**config.mk**
```make
export PLATFORM = sky130hd
export DESIGN_NAME = divider_unit
export DESIGN_NICKNAME = d
export VERILOG_FILES = /design/src/rtl/common_pkg.sv /design/src/rtl/div_step.sv /design/src/rtl/divider_unit.sv
export SDC_FILE = /design/constraint.sdc
export NUM_CORES = 1
export LEC_CHECK = 0
export ABC_AREA = 1
export BUFFER_PORTS_ARGS = -buffer_cell sky130_fd_sc_hd__buf_2
export CORE_MARGIN = 1.5
export CORE_UTILIZATION = 55
export DETAILED_ROUTE_END_ITERATION = 8
export GPL_TIMING_DRIVEN = 1
export PLACE_DENSITY = 0.75
export SKIP_CTS_REPAIR_TIMING = 1
export SLEW_MARGIN = 0
export SYNTH_ARGS = -nofsm -noshare
export SYNTH_HDL_FRONTEND = slang
export SYNTH_SLANG_ARGS = --single-unit
```
**constraint.sdc**
```tcl
create_clock -name clk -period 1.8 [get_ports clk]
set_input_delay 0.36 -clock clk [delete_from_list [all_inputs] [get_ports clk]]
set_output_delay 0.36 -clock clk [all_outputs]
set_load 0.02 [all_outputs]
```
**src/rtl/common_pkg.sv**
```systemverilog
// -----------------------------------------------------------------------------
// common_pkg
//   Shared types and constants for the RV32M divide/remainder unit.
//
//   Contents:
//     XLEN, DIV_ITERS, CNT_W   datapath width, iteration count, counter width
//     div_op_t                 DIV / DIVU / REM / REMU opcode encoding
//     div_state_t              divider FSM states (IDLE / CALC / FIN)
//     is_signed_op()           true for DIV and REM
//     is_rem_op()              true for REM and REMU
//     abs_val()                magnitude of an operand, optionally signed
// -----------------------------------------------------------------------------
package common_pkg;

    localparam int XLEN      = 32;
    localparam int DIV_ITERS = 32;
    localparam int CNT_W     = $clog2(DIV_ITERS);

    typedef enum logic [1:0] {
        DIV  = 2'b00,
        DIVU = 2'b01,
        REM  = 2'b10,
        REMU = 2'b11
    } div_op_t;

    typedef enum logic [1:0] {
        IDLE = 2'b00,
        CALC = 2'b01,
        FIN  = 2'b10
    } div_state_t;

    // Bit 0 of the opcode marks the unsigned variants.
    function automatic logic is_signed_op(input div_op_t op);
        return ~op[0];
    endfunction

    // Bit 1 of the opcode selects the remainder as the result.
    function automatic logic is_rem_op(input div_op_t op);
        return op[1];
    endfunction

    // Two's-complement magnitude. The most negative value maps onto itself,
    // which is correct once the shift-subtract loop treats it as unsigned.
    function automatic logic [XLEN-1:0] abs_val(input logic [XLEN-1:0] x,
                                                input logic            sgn);
        return (sgn && x[XLEN-1]) ? (~x + 1'b1) : x;
    endfunction

endpackage

```
**src/rtl/div_step.sv**
```systemverilog
// -----------------------------------------------------------------------------
// div_step
//   One radix-2 restoring division step (combinational).
//   The partial remainder is shifted left by one with the next dividend bit
//   appended; if the result is not below the divisor, the divisor is
//   subtracted and the quotient bit is 1.
//
//   Ports:
//     rem       in   XLEN  current partial remainder (always < divisor)
//     dvd_msb   in   1     next dividend bit to shift in
//     divisor   in   XLEN  divisor magnitude
//     next_rem  out  XLEN  partial remainder after this step
//     q_bit     out  1     quotient bit produced by this step
// -----------------------------------------------------------------------------
module div_step
    import common_pkg::*;
(
    input  logic [XLEN-1:0] rem,
    input  logic            dvd_msb,
    input  logic [XLEN-1:0] divisor,
    output logic [XLEN-1:0] next_rem,
    output logic            q_bit
);

    // The shifted remainder needs XLEN+1 bits: with a divisor above 2^(XLEN-1)
    // the partial remainder can have its top bit set before the shift.
    logic [XLEN:0] shifted;
    logic [XLEN:0] diff;

    assign shifted  = {rem, dvd_msb};
    assign diff     = shifted - {1'b0, divisor};
    assign q_bit    = (shifted >= {1'b0, divisor});
    // Because rem < divisor on entry, both candidates fit in XLEN bits.
    assign next_rem = q_bit ? diff[XLEN-1:0] : shifted[XLEN-1:0];

endmodule

```
**src/rtl/divider_unit.sv**
```systemverilog
// -----------------------------------------------------------------------------
// divider_unit
//   Multi-cycle RV32M divide/remainder unit (DIV, DIVU, REM, REMU).
//   Radix-2 restoring shift-subtract on operand magnitudes, one quotient bit
//   per cycle, followed by sign correction. Operands are latched on start; the
//   result is returned with a one-cycle done pulse, 33 cycles after start.
//
//   Ports:
//     clk        in   1      clock, rising edge
//     rst        in   1      synchronous active-high reset
//     start      in   1      request, sampled only while busy = 0
//     op         in   2      div_op_t operation
//     a          in   XLEN   dividend (rs1)
//     b          in   XLEN   divisor (rs2)
//     busy       out  1      high whenever the FSM is not in IDLE
//     done       out  1      registered one-cycle completion pulse
//     result     out  XLEN   registered result, held until next done or rst
//     dbg_state  out  2      current FSM state, for observation only
//
//   Handshake: a request is accepted on a rising edge where start = 1 and
//   busy = 0 (including the cycle in which done = 1, since the FSM is already
//   back in IDLE). Requests while busy = 1 are dropped. done is high for
//   exactly one cycle and never together with busy.
//
//   Optional build macro:
//     DIV_EARLY_OUT_EN  divide-by-zero and signed overflow (MIN / -1) skip the
//                       iteration loop and complete one cycle after start.
//                       Without it every operation takes the full 33 cycles;
//                       results are identical either way.
// -----------------------------------------------------------------------------
module divider_unit
    import common_pkg::*;
(
    input  logic             clk,
    input  logic             rst,
    input  logic             start,
    input  div_op_t          op,
    input  logic [XLEN-1:0]  a,
    input  logic [XLEN-1:0]  b,
    output logic             busy,
    output logic             done,
    output logic [XLEN-1:0]  result,
    output div_state_t       dbg_state
);

    // ------------------------------------------------------------------
    // State
    // ------------------------------------------------------------------
    div_state_t       state;
    logic [CNT_W-1:0] cnt;
    logic [XLEN-1:0]  dvd;      // dividend magnitude, shifted out MSB first
    logic [XLEN-1:0]  dsr;      // divisor magnitude
    logic [XLEN-1:0]  rem;      // partial remainder
    logic [XLEN-1:0]  quo;      // quotient, shifted in LSB first
    logic [XLEN-1:0]  a_orig;   // raw dividend, returned by REM on divide-by-zero
    logic             rem_op;
    logic             neg_q;
    logic             neg_r;
    logic             div0;

    // ------------------------------------------------------------------
    // Operand decode at start
    // ------------------------------------------------------------------
    logic sa;
    logic sb;

    assign sa = is_signed_op(op) & a[XLEN-1];
    assign sb = is_signed_op(op) & b[XLEN-1];

`ifdef DIV_EARLY_OUT_EN
    logic b_zero;
    logic ovf;

    assign b_zero = (b == '0);
    // Only the signed ops can overflow: most-negative dividend over -1.
    assign ovf    = is_signed_op(op) &&
                    (a == {1'b1, {(XLEN-1){1'b0}}}) &&
                    (b == {XLEN{1'b1}});
`endif

    // ------------------------------------------------------------------
    // One iteration of the shift-subtract loop
    // ------------------------------------------------------------------
    logic [XLEN-1:0] step_rem;
    logic            step_q;

    div_step u_step (
        .rem      (rem),
        .dvd_msb  (dvd[XLEN-1]),
        .divisor  (dsr),
        .next_rem (step_rem),
        .q_bit    (step_q)
    );

    // ------------------------------------------------------------------
    // Final value written in FIN. Divide-by-zero takes precedence over
    // sign correction so the architectural special values come out.
    // ------------------------------------------------------------------
    logic [XLEN-1:0] q_signed;
    logic [XLEN-1:0] r_signed;
    logic [XLEN-1:0] fin_val;

    assign q_signed = neg_q ? (~quo + 1'b1) : quo;
    assign r_signed = neg_r ? (~rem + 1'b1) : rem;

    always_comb begin
        fin_val = rem_op ? r_signed : q_signed;
        if (div0) begin
            fin_val = rem_op ? a_orig : {XLEN{1'b1}};
        end
    end

    // ------------------------------------------------------------------
    // FSM, datapath registers and outputs
    // ------------------------------------------------------------------
    always_ff @(posedge clk) begin
        if (rst) begin
            state  <= IDLE;
            cnt    <= '0;
            dvd    <= '0;
            dsr    <= '0;
            rem    <= '0;
            quo    <= '0;
            a_orig <= '0;
            rem_op <= 1'b0;
            neg_q  <= 1'b0;
            neg_r  <= 1'b0;
            div0   <= 1'b0;
            done   <= 1'b0;
            result <= '0;
        end else begin
            done <= 1'b0;
            case (state)
                IDLE: begin
                    if (start) begin
                        a_orig <= a;
                        rem_op <= is_rem_op(op);
                        neg_q  <= sa ^ sb;
                        neg_r  <= sa;
                        div0   <= (b == '0);
                        dvd    <= abs_val(a, is_signed_op(op));
                        dsr    <= abs_val(b, is_signed_op(op));
                        rem    <= '0;
                        quo    <= '0;
                        cnt    <= '0;
                        state  <= CALC;
`ifdef DIV_EARLY_OUT_EN
                        if (b_zero || ovf) begin
                            state <= FIN;
                        end
                        // Preload the overflow answer (quotient = MIN,
                        // remainder = 0) with no sign correction pending.
                        if (ovf) begin
                            quo   <= {1'b1, {(XLEN-1){1'b0}}};
                            neg_q <= 1'b0;
                            neg_r <= 1'b0;
                        end
`endif
                    end
                end

                CALC: begin
                    rem <= step_rem;
                    quo <= {quo[XLEN-2:0], step_q};
                    dvd <= {dvd[XLEN-2:0], 1'b0};
                    cnt <= cnt + 1'b1;
                    // Last iteration: counter is about to wrap to zero.
                    if (cnt == CNT_W'(DIV_ITERS - 1)) begin
                        state <= FIN;
                    end
                end

                FIN: begin
                    result <= fin_val;
                    done   <= 1'b1;
                    state  <= IDLE;
                end

                default: begin
                    state <= IDLE;
                end
            endcase
        end
    end

    assign busy      = (state != IDLE);
    assign dbg_state = state;

endmodule

```
==> Yosys cells after proc, flatten, opt, wreduce, memory -nomap -nowiden <==
Index checks and enable logic that the tools add are counted.
{ "classes": {"n_addsub": 6, "reduce_logical": 9, "eq_ne": 5, "order_cmp": 1, "muxes": 19, "bitwise": 8} }
{ "op_table": {"columns": ["operator", "count"], "rows": [
  ["2-to-1 mux 32 bit", 10],
  ["one-hot mux 32 bit (2 select lines)", 3],
  ["adder 32 x 1 -> 32 bit (second input constant)", 4],
  ["inverter 32 bit", 4],
  [">= comparator 33 x 32 -> 1 bit", 1],
  ["zero test 32 bit", 1],
  ["subtractor 32 bit", 1],
  ["one-hot mux 5 bit (2 select lines)", 1],
  ["AND reduction 2 bit", 3],
  ["adder 5 x 1 -> 5 bit (second input constant)", 1],
  ["== test 5 bit (second input constant)", 1],
  ["2-to-1 mux 5 bit", 1],
  ["2-to-1 mux 2 bit", 2],
  ["inequality test 2 bit (second input constant)", 2],
  ["one-hot mux 2 bit (2 select lines)", 1],
  ["nonzero test 2 bit", 2],
  ["AND 1 bit", 2],
  ["== test 2 x 1 -> 1 bit (second input constant)", 1],
  ["== test 2 bit (second input constant)", 1],
  ["logical AND 1 bit", 2],
  ["zero test 2 bit", 1],
  ["2-to-1 mux 1 bit", 1],
  ["inverter 1 bit", 1],
  ["bitwise XOR 1 bit", 1]
]} }
{ "totals": {"register_bits": 204, "elab_cells": 61, "output_inout_bits": 36} }

==> Longest topological paths before layout <==
Gate-level depths: netlist (run 1).
{ "logic_depth": {"ltp_word": 5, "depth_mapped": 17} }

==> Cells and area by module <==
Synthesis (run 1) repeated with hierarchy kept, for this count alone.
{ "hier_totals": {"hier_cells": 2436, "hier_area_um2": 14602.8} }
{ "modules_own_cells": {"columns": ["module", "area_each_um2", "cells_each", "seq_area_each_um2", "instances"], "rows": [
  ["divider_unit", 11410.9, 1786, 4083.9, 1],
  ["div_step", 3191.8, 650, 0.0, 1]
]} }

==> Least setup slack after synthesis (run 1) <==
OpenSTA, ideal clock, no wires.
{ "synth_timing": {"kind": "reg2reg", "startpoint": "register dvd[31]", "endpoint": "register rem[24]", "required_ns": 1.730, "period_less_slack_ns": 1.863, "slack_ns": -0.063, "stages_incl_launch_ff": 16, "t_arrival_ns": 1.793, "cell_sequence": "dfxtp_1 -> inv_1 -> ha_1 -> inv_1 -> fa_1 -> nand3_1 -> nand3_1 -> nand2_1 -> nand3_1 -> nand2_1 -> nand3_1 -> nand2_1 -> nand2_1 -> nand2_1 -> nand3_1 -> a21oi_1"} }
{ "synth_between": {"elab_chain_cells": 3} }
{ "synth_rtl": {"columns": ["item", "line_no", "rtl"], "rows": [
  ["from (decl)", "divider_unit.sv:51", "logic [XLEN-1:0] dvd;"],
  ["from (signal assigned)", "divider_unit.sv:141", "dvd <= abs_val(a, is_signed_op(op));"],
  ["from (signal assigned)", "divider_unit.sv:165", "dvd <= {dvd[XLEN-2:0], 1'b0};"],
  ["subtractor 32 bit / >= comparator 33 x 32 -> 1 bit (equally long branches)", "div_step.sv:31, div_step.sv:32", null],
  ["2-to-1 mux 32 bit *", "div_step.sv:34", "assign next_rem = q_bit ? diff[XLEN-1:0] : shifted[XLEN-1:0];"],
  ["one-hot mux 32 bit (2 select lines) *", "divider_unit.sv:133", "case (state)"],
  ["to (signal assigned)", "divider_unit.sv:163", "rem <= step_rem;"],
  ["to (decl)", "divider_unit.sv:53", "logic [XLEN-1:0] rem;"]
]} }
Mark *: on every way between the ends. The rest lies on a longest branch, timed or not.
A chain may end at the register's enable or synchronous reset.

==> Worst setup path after layout (run 1) <==
{ "layout_timing": {"startpoint": "register dvd[31]", "endpoint": "register rem[4]"} }
Same word-level chain as after synthesis.

==> impl_metrics.env, run 1 <==
export IMPL_status="complete, but fails checks"
export IMPL_violations="setup timing"
export IMPL_netlist_instances=2397
export IMPL_slew_headroom_pct=50.8
export IMPL_grt_pass1_wl_um=77900
export IMPL_cts_sinks=204
export IMPL_clock_skew_ns=0.0222
export IMPL_syn_nets=2505
export IMPL_worst_pin_slew_ns=0.738
export IMPL_reg2reg_slack_ns=-0.50
export IMPL_drt_iter0_markers=2131
export IMPL_initial_core_util_pct=56.5
export IMPL_synth_most_common_cell="nand2_1"
export IMPL_reg2reg_from="dvd[31]"
export IMPL_critPathRequiredTime_ns=2.17
export IMPL_portBuffers=104
export IMPL_synth_top_cell_area_share_pct=28.5
export IMPL_hold_path_class="input pin to flop"
export IMPL_cp_start_kind="flop"
export IMPL_synth_commonest_cells="689 x nand2_1, 333 x inv_1, 238 x nand3_1"
export IMPL_layout_nets=2881
export IMPL_grt_max_degree=142
export IMPL_fp_dieArea_um2=27000
export IMPL_rsz0062_at_grt="yes"
export IMPL_clockBufferDepth=3
export IMPL_min_path_cells=3
export IMPL_place_hpwl_um=38600
export IMPL_layout_cells_non_filler=3120
export IMPL_diodes=0
export IMPL_wl_per_cell_um=17.7
export IMPL_min_from="b[31]"
export IMPL_ir_drop_mv=2.17
export IMPL_routed_via_density=5.70
export IMPL_drcViolationCount=0
export IMPL_fin_hold_ws_ns=0.138
export IMPL_core_area_um2=25300
export IMPL_cts_buffers=24
export IMPL_maxCapViolations=0
export IMPL_hold_viol=0
export IMPL_power_density_nw_per_um2=2240
export IMPL_max_freq_ghz=0.435
export IMPL_syn_cell_area_um2=14300
export IMPL_globalRoute_totalOverflow=0
export IMPL_syn_area_per_cell_um2=5.97
export IMPL_post_route_period_util_pct=128
export IMPL_place_congestion=0.966
export IMPL_slew_violations=0
export IMPL_io_pins=105
export IMPL_r2r_cells=11
export IMPL_num_rows=58
export IMPL_die_h_um=164
export IMPL_setup_viol=54
export IMPL_yosysSeqAreaShare_pct=28.5
export IMPL_grtUsageTotal_pct=36.8
export IMPL_htree_num_levels=1
export IMPL_drtPass1Iterations=6
export IMPL_postRouteAntennaNets=0
export IMPL_synth_area_leaders="dfxtp_1 29%, nand2_1 18%, inv_1 8.7%"
export IMPL_vias=17800
export IMPL_min_to="dsr[31]"
export IMPL_crit_type="flop to flop"
export IMPL_drive_gt1_share_pct=32.3
export IMPL_ys_flop_type="dfxtp_1"
export IMPL_synth_top_area_cell="dfxtp_1"
export IMPL_ys_ff_latch=204
export IMPL_syn_to_final_growth_pct=40.9
export IMPL_grt_pass1_vias=14900
export IMPL_crit_path_max_fanout=3
export IMPL_clock_latency_ns=0.54
export IMPL_antenna_found_initial=0
export IMPL_fin_ws_ns=-0.500
export IMPL_clk_pin_slew_ns=0.06
export IMPL_timing_rr_end="rem[4]"
export IMPL_synth_warning_count=0
export IMPL_routed_wl_um=55300
export IMPL_yosysUniqueCellTypes=48
export IMPL_post_route_min_period_ns=2.30
export IMPL_die_w_um=164
export IMPL_async_reset_ff_share_pct=0
export IMPL_cts_root_buf="clkbuf_16"
export IMPL_synth_edf_count=0
export IMPL_cp_end_kind="flop"
export IMPL_place_inst=3033
export IMPL_arrival_ns=2.67
export IMPL_cts_tree="done"
export IMPL_power_leakage_nw=9.95
## flip-flops by register name, indices dropped and copies added (netlist names)
register and count:
quo 32, done 1, dvd 32, neg_q 1
a_orig 32, neg_r 1, rem 32, result 32
div0 1, dbg_state 2, dsr 32, cnt 5
rem_op 1
## worst max-delay path, cell delays in order (launching register included)
cell	delay [ns]
dfxtp_4	0.37
inv_4	0.07
ha_4	0.12
inv_2	0.04
fa_2	0.41
nand3_2	0.10
nand3_4	0.11
buf_4	0.15
xnor2_1	0.50
nand2_2	0.13
nand3_2	0.08
a21oi_1	0.07
## report_power, final
group | switching, W | internal, W
Sequential | 0.000796 | 0.00522
Combinational | 0.0194 | 0.0148
Clock | 0.00205 | 0.00295
## area by class of cell
cell class	instances	area (um2)
multi-input cells	1741	10000
fillers	1893	5170
flip-flops and latches	204	4180
repair buffers	452	3450
inverters	350	1330
clock buffers	33	686
well taps	330	413
clock inverters	10	108
## cells by family after synthesis
kind of cell / after synthesis / synth area share, %
DFF: 204 / 28.5
adders and majority gates: 39 / 3.46
buffers and inverters: 453 / 12.3
xor gates and xnor gates: 38 / 2.33
and+or+nand+nor: 1231 / 36.6
AOI/OAI and AO/OA: 432 / 16.8
## stage by stage
stage          instance area, um2  util, %  total power, W  setup slack [ns]  setup TNS [ns]
5_1_grt                     20200     79.6          0.0476            -0.550          -16.37
3_3_place_gp                17600     69.5          0.0301            -0.411          -18.35
4_1_cts                     18400     72.6          0.0357            -0.442          -15.85
6_report                    20200     79.6          0.0452            -0.500          -11.26
3_5_place_dp                17600     69.5          0.0306            -0.445          -19.63
2_1_floorplan               14600        -          0.0206          0.000907               0
## cell usage in the layout (no fill, tap or decap), drive strengths merged, types with 36 or more instances in the layout
| master | netlist | routed |
|---|---|---|
| nand3 | 243 | 243 |
| dfxtp | 204 | 204 |
| a21oi | 223 | 223 |
| inv | 345 | 345 |
| buf | 40 | 449 |
| ha | 38 | 38 |
| nor2 | 208 | 208 |
| nand2 | 700 | 701 |
| o21ai | 124 | 124 |
| clkbuf | 63 | 36 |
## per-layer routing
metal  wire length, um  share of wire (%)  GRT usage (%)
met1             23300                 42           53.3
met2             24300                 44           56.5
met3              5460                9.9           5.15
met4              2230                4.0           10.4
met5                 0                  0              0
## worst max path at each step
stage	from	end	slack, ns	cells after the start
after CTS	rem[19]	rem[10]	-0.44	12
final	dvd[31]	rem[4]	-0.50	11
after global routing	dvd[31]	rem[4]	-0.55	11
after floorplan	dsr[21]	rem[21]	0.0009	14
after detailed placement	dvd[31]	rem[21]	-0.45	17
after global placement	rem[18]	rem[21]	-0.41	12
Note: power is estimated with default switching activity, not from simulation.
==> inputs of run 2 (changes only) <==
--- a/config.mk
+++ b/config.mk
@@ -11,9 +11,9 @@
 export CORE_UTILIZATION = 55
 export DETAILED_ROUTE_END_ITERATION = 8
 export GPL_TIMING_DRIVEN = 1
-export PLACE_DENSITY = 0.75
+export PLACE_DENSITY = 0.72
 export SKIP_CTS_REPAIR_TIMING = 1
-export SLEW_MARGIN = 0
+export SLEW_MARGIN = 5
 export SYNTH_ARGS = -nofsm -noshare
 export SYNTH_HDL_FRONTEND = slang
 export SYNTH_SLANG_ARGS = --single-unit
==> constraint.sdc (replaced) <==
create_clock -name clk -period 2.9 [get_ports clk]
set_input_delay 0.58 -clock clk [delete_from_list [all_inputs] [get_ports clk]]
set_output_delay 0.58 -clock clk [all_outputs]
set_load 0.02 [all_outputs]
==> run 2 against run 1 <==
Net effect:
- the flow now finishes without violations
- global-route usage shrank 2.0 points
- sequential power shrank 39%
- die area is the same
- design area shrank 21%
- hold slack gained 0.18 ns
- via count shrank 11%
- critical endpoint is now rem[18]
- largest power group unchanged
- highest routed layer unchanged
- maximum frequency shrank 11%
==> impl_metrics.env, run 2 (synthesis results as in run 1) <==
export IMPL_maxCapViolations=0
export IMPL_reg2reg_slack_ns=0.33
export IMPL_clock_latency_ns=0.55
export IMPL_setup_viol=0
export IMPL_diodes=0
export IMPL_clockBufferDepth=3
export IMPL_core_area_um2=25300
export IMPL_grtUsageTotal_pct=34.8
export IMPL_reg2reg_from="dsr[8]"
export IMPL_syn_to_final_growth_pct=11.3
export IMPL_die_h_um=164
export IMPL_clk_pin_slew_ns=0.07
export IMPL_critPathRequiredTime_ns=3.28
export IMPL_layout_nets=2557
export IMPL_min_from="a[1]"
export IMPL_post_place_ws_ns=0.400
export IMPL_slew_headroom_pct=42.1
export IMPL_cts_sinks=204
export IMPL_place_hpwl_um=35200
export IMPL_clock_skew_ns=0.0278
export IMPL_wl_per_cell_um=16.8
export IMPL_power_leakage_nw=7.91
export IMPL_routed_via_density=5.63
export IMPL_globalRoute_totalOverflow=0
export IMPL_crit_start="dsr[8]"
export IMPL_vias=15700
export IMPL_routed_wl_um=47100
export IMPL_fp_dieArea_um2=27000
export IMPL_crit_type="flop to flop"
export IMPL_grt_pass1_vias=14100
export IMPL_num_rows=58
export IMPL_portBuffers=104
export IMPL_power_density_nw_per_um2=1190
export IMPL_place_congestion=1.04
export IMPL_postRouteAntennaNets=0
export IMPL_tns_ns=0
export IMPL_initial_core_util_pct=56.5
export IMPL_cts_tree="done"
export IMPL_post_route_min_period_ns=2.57
export IMPL_drcViolationCount=0
export IMPL_crit_path_max_fanout=29
export IMPL_arrival_ns=2.95
export IMPL_cts_root_buf="clkbuf_16"
export IMPL_multiInputGateArea_um2=8480
export IMPL_hold_path_class="input pin to flop"
export IMPL_cp_start_kind="flop"
export IMPL_die_w_um=164
export IMPL_worst_pin_slew_ns=0.867
export IMPL_post_route_period_util_pct=88.6
export IMPL_nFillCells=2497
export IMPL_rsz0062_at_grt="no"
export IMPL_drt_iter0_markers=1524
export IMPL_grt_pass1_wl_um=73600
export IMPL_io_pins=105
export IMPL_hold_viol=0
export IMPL_fin_total_pwr_w=0.0189
export IMPL_seq_area_um2=4080
export IMPL_status="completed"
export IMPL_drive_gt1_share_pct=9.16
export IMPL_ir_drop_mv=1.00
export IMPL_slew_violations=0
export IMPL_final_cell_mix="687 x nand2_1, 333 x inv_1, 238 x nand3_1"
export IMPL_cts_buffers=24
export IMPL_final_common_cell="nand2_1"
export IMPL_cp_end_kind="flop"
export IMPL_fin_ws_ns=0.330
export IMPL_drtPass1Iterations=7
export IMPL_grt_max_degree=142
export IMPL_max_freq_ghz=0.389
export IMPL_htree_num_levels=1
export IMPL_antenna_found_initial=0
run 2: changes by cell type in the layout (fill, tap and decap cells not counted), sizes merged:
cell / change
nand2: -1
inv: +1
buf: -320
clkbuf: -4
bufinv: +2
clkinvlp: -3
clkinv: +1
run 2: report_power, final:
group	switching (W)	leakage, nW	internal, W
combinational	0.00816	5.83	0.00375
clock	0.00129	0.421	0.00199
sequential	0.000529	1.66	0.00316
run 2: cell type report:
type,count,share of cell area (%)
Multi-Input combinational cell,1740,53.3
Timing Repair Buffer,129,4.86
Clock inverter,11,1.18
Clock buffer,32,4.21
Tap cell,330,2.59
Sequential cell,204,25.6
Inverter,350,8.25
run 2: routing by layer:
| metal | track usage, % | vias up | wire (um) |
|---|---|---|---|
| li1 | - | 7836 | - |
| met1 | 49.9 | 7111 | 21600 |
| met2 | 52.7 | 697 | 19900 |
| met3 | 5.81 | 104 | 3980 |
| met4 | 11.2 | 0 | 1560 |
| met5 | 0 | - | 0 |
run 2: critical path, stage by stage (launching register included):
cell     delay [ns]
dfxtp_1        0.34
inv_1          0.12
ha_1           0.43
nand2_1        0.15
nor2_1         0.18
nand3_1        0.10
nand3_2        0.14
nand2_2        0.08
nand2_2        0.10
nand2_2        0.08
nand2_4        0.26
buf_4          0.20
nand2_1        0.05
nand3_1        0.08
a21oi_1        0.08
run 2: worst paths after layout:
| path | to | cells past startpoint |
|---|---|---|
| worst min register to register | a_orig[27] | 2 |
| worst max-delay path | rem[18] | 14 |
| worst min-delay path | a_orig[1] | 3 |
| worst max register to register | rem[18] | 14 |
run 2: metrics by stage:
step / utilization (%) / hold slack (ns) / cells / cell area [um2]
global route: 62.9 / 0.333 / 2796 / 15900
detailed placement: 59.5 / 0.446 / 2753 / 15100
CTS: 62.9 / 0.302 / 2796 / 15900
finish: 62.9 / 0.321 / 2796 / 15900
floorplan: - / 0.430 / 2397 / 14300
global placement: 59.5 / 0.443 / 2753 / 15100
